### src/rtl/btn_pkg.sv
// Shared constants for the push-button debounce block: FSM state encoding
// and default timing for a 100 MHz CLK.
package btn_pkg;

    // Debounce FSM state encoding
    localparam logic [1:0] IDLE         = 2'd0;
    localparam logic [1:0] PRESS_WAIT   = 2'd1;
    localparam logic [1:0] PRESSED      = 2'd2;
    localparam logic [1:0] RELEASE_WAIT = 2'd3;

    // 10 ms debounce window and 1 s long-press hold at 100 MHz
    localparam int unsigned DEF_DEBOUNCE_CYCLES = 1_000_000;
    localparam int unsigned DEF_LONG_CYCLES     = 100_000_000;

endpackage

### src/rtl/sync_2ff.sv
// Two-flop synchroniser for an asynchronous single-bit pin. RESET_VAL sets
// the level both flops hold in reset so that a downstream edge detector sees
// no spurious transition when reset is released.
module sync_2ff #(
    parameter bit RESET_VAL = 1'b0
) (
    input  logic CLK,
    input  logic RST_N,
    input  logic pin,
    output logic level
);

    logic meta;

    // Two-stage capture of the asynchronous pin into the CLK domain
    always_ff @(posedge CLK or negedge RST_N) begin
        if (!RST_N) begin
            meta  <= RESET_VAL;
            level <= RESET_VAL;
        end else begin
            meta  <= pin;
            level <= meta;
        end
    end

endmodule

### src/rtl/button_debounce.sv
// Push-button debouncer: synchronises a bouncing pin, qualifies each level
// change over DEBOUNCE_CYCLES consecutive cycles and emits a registered
// debounced level plus one-cycle PRESS / RELEASE pulses.
// Optional feature macro: BTN_LONG_PRESS_EN adds the LONG_PRESS output, a
// one-cycle pulse once the accepted press has been held for LONG_CYCLES.
module button_debounce
    import btn_pkg::*;
#(
    parameter int unsigned DEBOUNCE_CYCLES = DEF_DEBOUNCE_CYCLES,
    parameter int unsigned LONG_CYCLES     = DEF_LONG_CYCLES,
    parameter bit          BTN_ACTIVE_LOW  = 1'b1
) (
    input  logic CLK,
    input  logic RST_N,
    input  logic BTN,
    output logic BTN_LEVEL,
    output logic PRESS,
    output logic RELEASE
`ifdef BTN_LONG_PRESS_EN
    ,
    output logic LONG_PRESS
`endif
);

    localparam int CNT_W = $clog2(DEBOUNCE_CYCLES + 1);
    localparam logic [CNT_W-1:0] CNT_LAST = CNT_W'(DEBOUNCE_CYCLES - 1);

    if (DEBOUNCE_CYCLES < 1 || LONG_CYCLES <= DEBOUNCE_CYCLES) begin : g_bad_params
        $error("button_debounce: need DEBOUNCE_CYCLES >= 1 and LONG_CYCLES > DEBOUNCE_CYCLES");
    end

    logic             btn_sync;
    logic             p;
    logic [1:0]       state;
    logic [1:0]       state_nxt;
    logic [CNT_W-1:0] cnt;
    logic             cnt_done;
    logic             level_nxt;
    logic             press_nxt;
    logic             release_nxt;

    // Synchroniser rests at the released pin level so reset never looks like a press
    sync_2ff #(
        .RESET_VAL (BTN_ACTIVE_LOW)
    ) u_sync (
        .CLK   (CLK),
        .RST_N (RST_N),
        .pin   (BTN),
        .level (btn_sync)
    );

    // Pressed-sense of the synchronised pin, independent of board polarity
    assign p        = btn_sync ^ BTN_ACTIVE_LOW;
    assign cnt_done = (cnt == CNT_LAST);

    // State register and debounce counter; the counter restarts on every transition
    always_ff @(posedge CLK or negedge RST_N) begin
        if (!RST_N) begin
            state <= IDLE;
            cnt   <= '0;
        end else begin
            state <= state_nxt;
            if (state_nxt != state) begin
                cnt <= '0;
            end else if (state == PRESS_WAIT || state == RELEASE_WAIT) begin
                cnt <= cnt + CNT_W'(1);
            end else begin
                cnt <= '0;
            end
        end
    end

    // Next state: a wait state falls back as soon as p disagrees with its candidate level
    always_comb begin
        state_nxt = state;
        case (state)
            IDLE:         if (p) state_nxt = PRESS_WAIT;
            PRESS_WAIT:   if (!p) state_nxt = IDLE;
                          else if (cnt_done) state_nxt = PRESSED;
            PRESSED:      if (!p) state_nxt = RELEASE_WAIT;
            RELEASE_WAIT: if (p) state_nxt = PRESSED;
                          else if (cnt_done) state_nxt = IDLE;
            default:      state_nxt = IDLE;
        endcase
    end

    // Output decode: events only on qualified transitions, never on bounce returns
    always_comb begin
        level_nxt   = BTN_LEVEL;
        press_nxt   = 1'b0;
        release_nxt = 1'b0;
        if (state == PRESS_WAIT && state_nxt == PRESSED) begin
            level_nxt = 1'b1;
            press_nxt = 1'b1;
        end
        if (state == RELEASE_WAIT && state_nxt == IDLE) begin
            level_nxt   = 1'b0;
            release_nxt = 1'b1;
        end
    end

    // Registered outputs so nothing downstream sees a combinational path from BTN
    always_ff @(posedge CLK or negedge RST_N) begin
        if (!RST_N) begin
            BTN_LEVEL <= 1'b0;
            PRESS     <= 1'b0;
            RELEASE   <= 1'b0;
        end else begin
            BTN_LEVEL <= level_nxt;
            PRESS     <= press_nxt;
            RELEASE   <= release_nxt;
        end
    end

`ifdef BTN_LONG_PRESS_EN
    localparam int HOLD_W = $clog2(LONG_CYCLES + 1);
    localparam logic [HOLD_W-1:0] HOLD_LAST = HOLD_W'(LONG_CYCLES - 1);
    localparam logic [HOLD_W-1:0] HOLD_MAX  = HOLD_W'(LONG_CYCLES);

    logic [HOLD_W-1:0] hold;
    logic              long_nxt;

    // Hold counter: restarts only on a fresh accepted press, survives release bounces
    always_ff @(posedge CLK or negedge RST_N) begin
        if (!RST_N) begin
            hold <= '0;
        end else if (state == PRESS_WAIT && state_nxt == PRESSED) begin
            hold <= '0;
        end else if (state == PRESSED || state == RELEASE_WAIT) begin
            if (hold != HOLD_MAX) hold <= hold + HOLD_W'(1);
        end else begin
            hold <= '0;
        end
    end

    // Saturation at HOLD_MAX guarantees the match happens once per press
    always_comb begin
        long_nxt = (state == PRESSED || state == RELEASE_WAIT) && (hold == HOLD_LAST);
    end

    // Registered long-press pulse
    always_ff @(posedge CLK or negedge RST_N) begin
        if (!RST_N) LONG_PRESS <= 1'b0;
        else        LONG_PRESS <= long_nxt;
    end
`endif

endmodule

### config.mk
export PLATFORM = sky130hd
export DESIGN_NAME = button_debounce
export DESIGN_NICKNAME = d
export VERILOG_FILES = /design/src/rtl/btn_pkg.sv /design/src/rtl/sync_2ff.sv /design/src/rtl/button_debounce.sv
export SDC_FILE = /design/constraint.sdc
export NUM_CORES = 1
export LEC_CHECK = 0
export BUFFER_PORTS_ARGS = -buffer_cell sky130_fd_sc_hd__buf_2
export CAP_MARGIN = 10
export CORE_MARGIN = 2
export CORE_UTILIZATION = 40
export DETAILED_ROUTE_END_ITERATION = 6
export GPL_ROUTABILITY_DRIVEN = 0
export PLACE_DENSITY = 0.57
export SLEW_MARGIN = 20
export SYNTH_ARGS = -nofsm -noshare
export SYNTH_HDL_FRONTEND = slang
export SYNTH_SLANG_ARGS = --single-unit
### constraint.sdc
create_clock -name CLK -period 2.1 [get_ports CLK]
set_clock_uncertainty 0.2 [all_clocks]
set_input_delay 0.21 -clock CLK [delete_from_list [all_inputs] [get_ports CLK]]
set_output_delay 0.21 -clock CLK [all_outputs]
set_load 0.1 [all_outputs]
# Word-level counts from Yosys, hierarchy flattened
# Index checks and enable logic that the tools add are counted.
# op_classes
reduce_logical	6
n_mux	13
magnitude_cmp	0
n_addsub	1
n_bitwise	0
n_div	0
n_eq_ne	6
shift	0
mul	0
# op_table
cell	count
20-bit two-way mux	2
20-bit by 1-bit adder with 20-bit output, second input constant	1
20-bit == test, second input constant	1
2-bit two-way mux	6
2-bit one-hot mux with 4 select lines	1
2-bit == test, second input constant	3
2-bit logical NOT	2
1-bit two-way mux	4
2-bit by 1-bit == test with 1-bit output, second input constant	1
1-bit logical AND	2
2-bit != test	1
2-bit nonzero test	1
1-bit logical OR	1
# word_totals
regBits	27
output_inout_bits	3
mem_bits_rw	0
romBits	0
inputBits	3
n_memories	0
latch_bits	0
wordCells	33

# Depth between registers and ports, before layout
# Gate-level depths: netlist of run 1.
# logic_depth
word_depth	8
mapped_depth	8
mapped_depth_nobuf	5

# Hierarchy
# From an unflattened synthesis of run 1, not the netlist that was laid out.
# hier_totals
cells_unflattened	123
hier_area_um2	1251.2
# by_module_without_submodules
mod	cells_per_inst	n_inst	seq_area_each_um2	area_each_um2
button_debounce	121	1	625.6	1198.6
sync_2ff	2	1	52.6	52.6

# Worst setup path after synthesis of run 1
# No wires, ideal clock.
# synth_timing
path_type	flip-flop to flip-flop
start	register cnt[0]
end	register BTN_LEVEL
slack_ns	0.010
n_path_buf	2
synth_period_minus_slack_ns	2.090
path_stages_with_launch	8
t_arrival_ns	1.758
t_required_ns	1.768
cell_sequence	dfrtp_1 > ha_1 > buf_2 > nand2_1 > or4_1 > buf_2 > o21ai_1 > or3b_1
# synth_between
elab_chain_cells	7
word_cells_on_any_way	12
cone_classes	eq/ne: 2; mux: 6; reduce/logical: 4
# synth_lines
item	line	text
from (decl)	button_debounce.sv:36	logic [CNT_W-1:0] cnt;
from (signal assigned)	button_debounce.sv:66	cnt <= cnt + CNT_W'(1);
20-bit == test *	button_debounce.sv:54	assign cnt_done = (cnt == CNT_LAST);
2-bit two-way mux (on tied branches)	button_debounce.sv:82, button_debounce.sv:79	
2-bit two-way mux (on tied branches)	button_debounce.sv:81, button_debounce.sv:78	
2-bit one-hot mux with 4 select lines *	button_debounce.sv:76	case (state)
2-bit == test / 2-bit logical NOT (equally long branches)	button_debounce.sv:92, button_debounce.sv:96	
1-bit logical AND (on tied branches)	button_debounce.sv:92, button_debounce.sv:96	
2-bit nonzero test (no line) / 1-bit two-way mux (equally long branches)	-	
to (signal assigned)	button_debounce.sv:109	BTN_LEVEL <= level_nxt;
to (decl)	button_debounce.sv:16	output logic BTN_LEVEL,
# Every way passes the cells marked *; elsewhere a longest branch is shown, timed or not.
# A chain may end at the register's enable or synchronous reset.

# Worst setup path in the final report of run 1
# Ends and elaborated chain as after synthesis.

==> results by stage, run 1 <==
Power:
- VDD sags by at most 0.387 mV.
- For this design the ratio of total power to cell area is 551 nW/um^2.
- The cell leakage power is 0.592 nW.
- The design draws 0.776 mW.

Floorplanning:
- The die covers approximately 3600 sq um.
- The vertical die dimension is 60.0 microns.
- The area of the core is approximately 3000 sq um.
- The starting density of the core is 41.4%.
- The number of primary I/O pins is 6.
- The number of placement rows is 20.
- The die is ~60 microns wide.

Global route:
- The total overflow left after global routing is 0.
- The initial antenna violation count came to 0.
- The number of global-route vias before repair was ~920.
- Entering global routing, the biggest net connects 28 pins.
- The global-route wire length before repair is roughly 4 mm.
- The total global-route track usage is approximately 15%.

Timing:
- The peak clock frequency supported by timing is approximately 510 MHz.
- The number of pins exceeding their max-slew limit in the final report is 0.
- Setup repair after global routing left no endpoint under its margin.
- The final critical path takes up 93.7% of the cycle.
- In the final timing run, aggregate negative setup slack is 0 ns.
- The total count of hold-check failures in the final report came to 0.
- The worst-margin pin slew is 0.598 ns.
- The final critical-path required period is approximately 2.0 ns.
- Setup violations remaining at the end of the flow were counted as 0.
- The worst-case headroom to the max-slew limit is between 60 and 70%.

Setup path:
- The slowest stage of the critical path is the or4_1 cell.
- The arrival time at the worst endpoint is 2.04 ns.
- The endpoint required time on the critical path is about 2.2 ns.
- The critical path goes through ha_1 > nand2_1 > or4_1 > buf_4 > nor4_4 > or3b_1.
- The critical setup path kind is flop to flop.
- The critical path launch point type is a flop.
- On the worst path, the slowest cell contributes a delay of 0.55 ns.
- Along the worst path, the maximum fanout reaches 4.
- The nature of the critical path endpoint is a flop.

CTS:
- The number of buffers on the longest clock path is 2.
- The clock tree from TritonCTS is done.
- The cell sitting at the root of the clock tree is a clkbuf_4.
- The CTS buffer count is 3.
- The post-CTS setup repair buffer count is 0.
- The H-tree depth is 1.
- The number of sinks handled by clock tree synthesis is 27.
- The clock insertion delay at the later pin of the skew report is 0.32 ns.
- The clock-pin slew on the worst setup and hold paths is around 0.13 ns.

Routing:
- The count of unresolved DRC violations after routing is 0.
- The number of vias after detailed routing is between 900 and 1,000.
- Using the TritonRoute via totals, the vias-per-cell ratio works out to between 5 and 6.
- The first detailed-routing pass took 4 iterations.
- After the first detailed-routing iteration, the DRC count stood at 57.
- Wires add up to around 2.3 mm.
- The residual antenna-violating net count after detailed routing is 0.
- The detailed-route wire length per cell is roughly 13 microns.

Synth:
- For this run, the number of Yosys warnings is 0.
- In the synthesized netlist, mux cells make up 0% of the area.
- When the netlist entered floorplanning its net count stood at 128.
- Summed over its instances, the top area cell type makes up 49.9% of the synthesized netlist area.
- By area the synthesized netlist is led by dfrtp_1 50%, xor2_1 6.3%, nor2_1 4.8%.
- By area, the combinational part of the netlist is dominated by simple AND/OR/NAND/NOR gates.
- The cell area after synthesis is between 1000 and 1500 sq um.
- Summed over all instances, the cell type with the most area after synthesis is dfrtp_1.
- The post-synthesis area per instance is slightly above 10 sq um.
- The adder-cell share of the synthesized area is less than 1%.
- The number of register bits inferred by synthesis is 27.
- The number of instances in the synthesized netlist is 124.
- The xor/xnor cell area share of the yosys netlist is ~7.7%.
- Summing the areas of all compound-gate instances in the mapped netlist gives 9.37% of the synthesized area.
- After synthesis, the netlist uses 28 different library cells.
- Summing the sequential cell areas from Yosys gives 54.0% of the chip area.
- The basic-gate share of the synthesized area counting and, or, nand and nor cells is approximately 24%.

Job:
- The max-capacitance violation count is 0.

Outcome:
- The flow ran to the end, and the final reports show no timing, DRC or antenna violations.

Finish:
- Leaving out fill and tap cells, the most frequent cell in the layout is dfrtp_1.
- The share of post-route cells with drive strength above 1 is between 10% and 20%.
- The core occupancy in the finished layout is 46.5%.
- The top cell types in the final layout, fill and taps aside, are 24 x dfrtp_1, 16 x nor2_1, 9 x xor2_1.
- The number of nets in the final layout is 140.
- From synthesis to final layout, the design area changed by 12.2%.
- The number of antenna diodes in the final layout is 0.

Placement:
- The placed wire-length estimate is ~1.6 mm.
- Input and output buffers added on the ports amount to 5.

Hold path:
- The class of the tightest hold or removal check is flop to flop.
critical path: cells and delay by family, from the launching register on:
family | cells | cell delay [ns]
fa+ha+maj | 1 | 0.17
buf+inv | 1 | 0.19
flops | 1 | 0.39
simple gates | 4 | 0.98
worst paths after layout:
kind / cells past startpoint / slack, ns / from / to
worst max-delay path: 6 / 0.13 / cnt[0]$_DFF_PN0_ / BTN_LEVEL$_DFFE_PN0P_
worst min-delay path: 0 / 0.17 / u_sync.meta$_DFF_PN1_ / u_sync.level$_DFF_PN1_
worst max register to register: 6 / 0.13 / cnt[0]$_DFF_PN0_ / BTN_LEVEL$_DFFE_PN0P_
worst min register to register: 0 / 0.17 / u_sync.meta$_DFF_PN1_ / u_sync.level$_DFF_PN1_
max in group asynchronous: 2 / 1.05 / RST_N / cnt[2]$_DFF_PN0_
min in group asynchronous: 2 / 0.21 / RST_N / cnt[16]$_DFF_PN0_
power by group:
group / total, mW / internal (mW) / leakage (nW) / switching [mW]
Combinational: 0.0289 / 0.00913 / 0.211 / 0.0198
Sequential: 0.530 / 0.526 / 0.365 / 0.00406
Clock: 0.217 / 0.0745 / 0.0150 / 0.142
Total: 0.776 / 0.610 / 0.592 / 0.166
logic make-up after synthesis:
kind of cell / Yosys count
simple gates: 53
flops: 27
compound gates: 21
xor+xnor: 11
buf+inv: 11
fa+ha+maj: 1
routing by layer:
metal	up-vias	share of wire [%]	GRT usage, %
met3	4	3.3	3.90
met5	-	0	0
met2	17	49	23.4
li1	460	-	-
met4	0	1.4	4.76
met1	446	46	20.7
sequential cells by signal (all words and copies together), names as in the netlist:
name and flops:
u_sync.level 1, RELEASE 1, state 2, cnt 20, PRESS 1, u_sync.meta 1
BTN_LEVEL 1
synthesized netlist by cell type (all sizes together):
cell type / number
clkbuf: 1
or4: 4
nand3b: 1
o31ai: 4
inv: 5
and4: 1
dfstp: 2
ha: 1
or3: 5
a21oi: 8
xor2: 9
buf: 5
a21boi: 1
o21ai: 8
and2: 2
and3: 2
nor4: 2
nor2: 16
nand3: 5
nand2: 5
nand4: 8
xnor2: 2
dfrtp: 25
or3b: 1
or2: 1
final cells by class:
| class | instances | area [sq um] |
|---|---|---|
| Clock buffer | 4 | 26.3 |
| Sequential cell | 27 | 679 |
| Tap cell | 44 | 55.1 |
| Timing Repair Buffer | 13 | 90.1 |
| Multi-Input combinational cell | 86 | 538 |
| Inverter | 5 | 18.8 |
| Fill cell | 285 | 1620 |
repair_timing:
item	4_1_cts	5_1_grt
setup endpoints to repair	0	8
hold endpoints to repair	26	0
resized for setup	0	2
hold buffers	2	0
through the flow:
step                worst slack [ns]  hold WS (ns)  area (sq um)  instances
global placement               0.187        0.0426          1350        173
CTS                            0.111         0.175          1400        179
global route                 0.00401         0.176          1410        179
floorplan                     0.0100        -0.286          1250        124
finish                         0.132         0.171          1410        179
detailed placement             0.137        0.0491          1350        173
Note: power is estimated with default switching activity, not from simulation.
==> run 2: changes to the inputs <==
--- a/config.mk
+++ b/config.mk
@@ -8,10 +8,10 @@
 export BUFFER_PORTS_ARGS = -buffer_cell sky130_fd_sc_hd__buf_2
 export CAP_MARGIN = 10
 export CORE_MARGIN = 2
-export CORE_UTILIZATION = 40
+export CORE_UTILIZATION = 53
 export DETAILED_ROUTE_END_ITERATION = 6
 export GPL_ROUTABILITY_DRIVEN = 0
-export PLACE_DENSITY = 0.57
+export PLACE_DENSITY = 0.72
 export SLEW_MARGIN = 20
 export SYNTH_ARGS = -nofsm -noshare
 export SYNTH_HDL_FRONTEND = slang
==> constraint.sdc (replaced) <==
create_clock -name CLK -period 2.1 [get_ports CLK]
set_clock_uncertainty 0.2 [all_clocks]
set_input_delay 0.315 -clock CLK [delete_from_list [all_inputs] [get_ports CLK]]
set_output_delay 0.315 -clock CLK [all_outputs]
set_load 0.1 [all_outputs]
==> run 2 against run 1 <==
Flip-flop and latch count stayed put. Critical path depth stayed put. First-iteration DRC count is 67% lower. Global-route usage is 4.4 points higher. Non-clock buffer count is 1 lower. Routed wire length is 3.1% lower. Die area is 23% lower. Combinational power hardly changed. Critical path type unchanged.
==> results by stage, run 2 (synthesis results as in run 1) <==
Outcome:
- The flow ran to the end, and the final reports show no timing, DRC or antenna violations.

Finish:
- The library cell used most frequently in the layout, excluding fill and tap cells, is dfrtp_1.
- The core occupancy in the finished layout is between 60 and 70%.
- The number of inserted diodes is 0.
- The fill cell total of the finished layout is between 150 and 200.
- The number of flip-flops in the largest register is 20.
- From synthesis to final layout, the design area changed by 9.17%.
- In the layout the commonest cells are 25 x dfrtp_1, 16 x nor2_1, 9 x xor2_1.
- The net count of the finished layout is between 100 and 150.
- The share of post-route cells with drive strength above 1 is between 10% and 20%.
- cnt holds more flip-flops than any other register.
- The largest registers in the layout are cnt x20, state x2.
- After routing the design area is approximately 1400 sq um.

Setup path:
- The worst setup path is launched from a flop.
- The number of buffers and inverters on the critical path is 1.
- The largest fanout of any net on the critical path is 4.
- The worst register-to-register path ends at BTN_LEVEL$_DFFE_PN0P_.
- For flop-to-flop paths, the worst setup slack is approximately 0.13 ns.
- The critical path is of the flop to flop type.
- For the worst setup path, the data arrival time is 2.04 ns.
- The number of cells traversed by the worst register-to-register path is 6.
- The largest stage delay on the critical path is around 0.55 ns.
- The cell with the largest stage delay on the worst path is or4_1.
- The largest delay contributor family on the critical path is simple AND/OR/NAND/NOR gates.
- The critical path goes through ha_1 > nand2_1 > or4_1 > buf_4 > nor4_2 > or3b_1.
- The nature of the critical path endpoint is a flop.
- The startpoint identified for the worst register-to-register timing path is cnt[0]$_DFF_PN0_.
- The endpoint required time on the critical path is roughly 2.2 ns.

Routing:
- The detail route stage leaves a number of antenna-violating nets equal to 0.
- Summed over all layers, the routed wires come to ~2.3 mm.
- The number of detailed-routing iterations run before antenna repair is 4.
- The violation count after the first detailed-route iteration is 19.
- In the final routed layout, each cell accounts on average for roughly 14 microns.
- Detailed routing inserted a total of between 900 and 1,000 vias.
- After detailed routing, the number of remaining DRC violations is 0.
- In the routed layout, each cell is associated on average with a via count of slightly below 6.

Timing:
- The worst pin sits at a relative slew slack of between 50% and 60%.
- Adding up every negative setup slack in the final design gives 0 ns.
- Setup violations remaining at the end of the flow were counted as 0.
- The final critical-path required period is 1.97 ns.
- For the pin with the worst max-slew slack, the measured transition is between 0.6 and 0.7 ns.
- Setup repair after global routing left no endpoint under its margin.
- The peak clock frequency supported by timing is 507 MHz.
- The number of pins exceeding their max-slew limit in the final report came to 0.
- The total count of hold-check failures in the final report is 0.
- The final critical-path share of the clock period is between 90% and 100%.

Floorplanning:
- For this configuration, the core starts out at a cell density of 56.2%.
- In this run the core area contains 17 standard-cell rows.
- The die is between 50 and 60 microns wide.
- The number of primary I/O pins is 6.
- The die is around 53 microns tall.
- The die area is about 2800 sq um.
- The area of the core is 2230 sq um.

Placement:
- The placed wire-length estimate is between 1.5 and 2 mm.
- During placement, the flow inserted port buffers numbering 5.
- The total cell area at the placement stage is 1320 sq um.

CTS:
- The H-tree depth is 1.
- The number of buffers on the longest clock path is 2.
- TritonCTS built the clock tree.
- CTS placed an instance of clkbuf_4 at the clock tree root.
- The post-CTS resize count is 0.
- For the worst-skew pair, the clock arrives at the later sink with an insertion delay of 0.32 ns.
- The clock-pin slew on the worst setup and hold paths is 0.14 ns.
- Clock tree synthesis found a total of 27 sinks.
- The post-CTS setup repair buffer count is 0.
- In this run, CTS created clock tree buffers numbering 3.

Power:
- The worst voltage drop across the vdd grid is roughly 0.40 mV.
- In this run the static leakage power is between 0.5 and 0.6 nW.
- Power spread over the standard cell area amounts to approximately 570 nW/um^2.

Global route:
- The initial antenna violation count is 0.
- The total overflow left after global routing is 0.
- The number of global-route vias before repair came to 923.
- Entering global routing, the biggest net connects 28 pins.
- The total global-route track usage is 19.5%.
- The global-route wire length before repair is about 3.9 mm.

Hold path:
- The launch instance of the worst min-delay path is u_sync.meta$_DFF_PN1_.
- The class of the tightest hold or removal check is flop to flop.
- For hold timing, the worst endpoint is u_sync.level$_DFF_PN1_.
- The worst hold path was traced through 0 stages.

Job:
- Across the run, the number of max-cap violations was 0.
run 2: final cells by class:
class                      count  area, sq um  share of cell area, %
sequential                    27          678                   49.5
multi-input combinational     86          529                   38.6
inverter                       5         18.8                   1.37
clock buffer                   4         26.3                   1.92
tap                           28         35.0                   2.56
timing repair buffer          12         82.6                   6.03
run 2: worst max-delay path by stage:
stage	startpoint	end	slack [ns]	depth (start not counted)
global placement	cnt[0]$_DFF_PN0_	BTN_LEVEL$_DFFE_PN0P_	0.20	5
detailed placement	cnt[0]$_DFF_PN0_	BTN_LEVEL$_DFFE_PN0P_	0.13	6
floorplan	cnt[0]$_DFF_PN0_	BTN_LEVEL$_DFFE_PN0P_	0.01	7
CTS	cnt[0]$_DFF_PN0_	BTN_LEVEL$_DFFE_PN0P_	0.10	6
global route	cnt[2]$_DFF_PN0_	BTN_LEVEL$_DFFE_PN0P_	0.02	5
finish	cnt[0]$_DFF_PN0_	BTN_LEVEL$_DFFE_PN0P_	0.13	6
run 2: per-stage QoR:
step | setup slack (ns) | power, mW | instances | hold WS (ns)
floorplan | 0.0100 | 0.549 | 124 | -0.181
global placement | 0.198 | 0.566 | 156 | 0.143
detailed placement | 0.126 | 0.566 | 156 | 0.146
CTS | 0.101 | 0.783 | 162 | 0.164
global route | 0.0228 | 0.810 | 162 | 0.159
finish | 0.126 | 0.775 | 162 | 0.162
run 2: worst reg2reg max path, stage by stage, from the launching register on:
cell	delay (ns)
dfrtp_1	0.39
ha_1	0.17
nand2_1	0.05
or4_1	0.55
buf_4	0.18
nor4_2	0.24
or3b_1	0.16
run 2: report_power, final:
group	internal, mW	switching [mW]
clock network	0.0743	0.142
registers	0.526	0.00344
logic	0.00903	0.0201
total	0.610	0.165
run 2: per-layer routing:
metal | part of all wire [%] | GRT usage, % | wire, microns
met4 | 1.1 | 6.41 | 25
met2 | 49 | 31.3 | 1120
met5 | 0 | 0 | 0
met3 | 3.2 | 6.29 | 72
met1 | 46 | 24.8 | 1050
run 2: what timing repair did:
action / in CTS / in global routing
hold buffers: 2 / 0
hold endpoints to repair: 26 / 0
endpoints found under the setup margin: 0 / 0
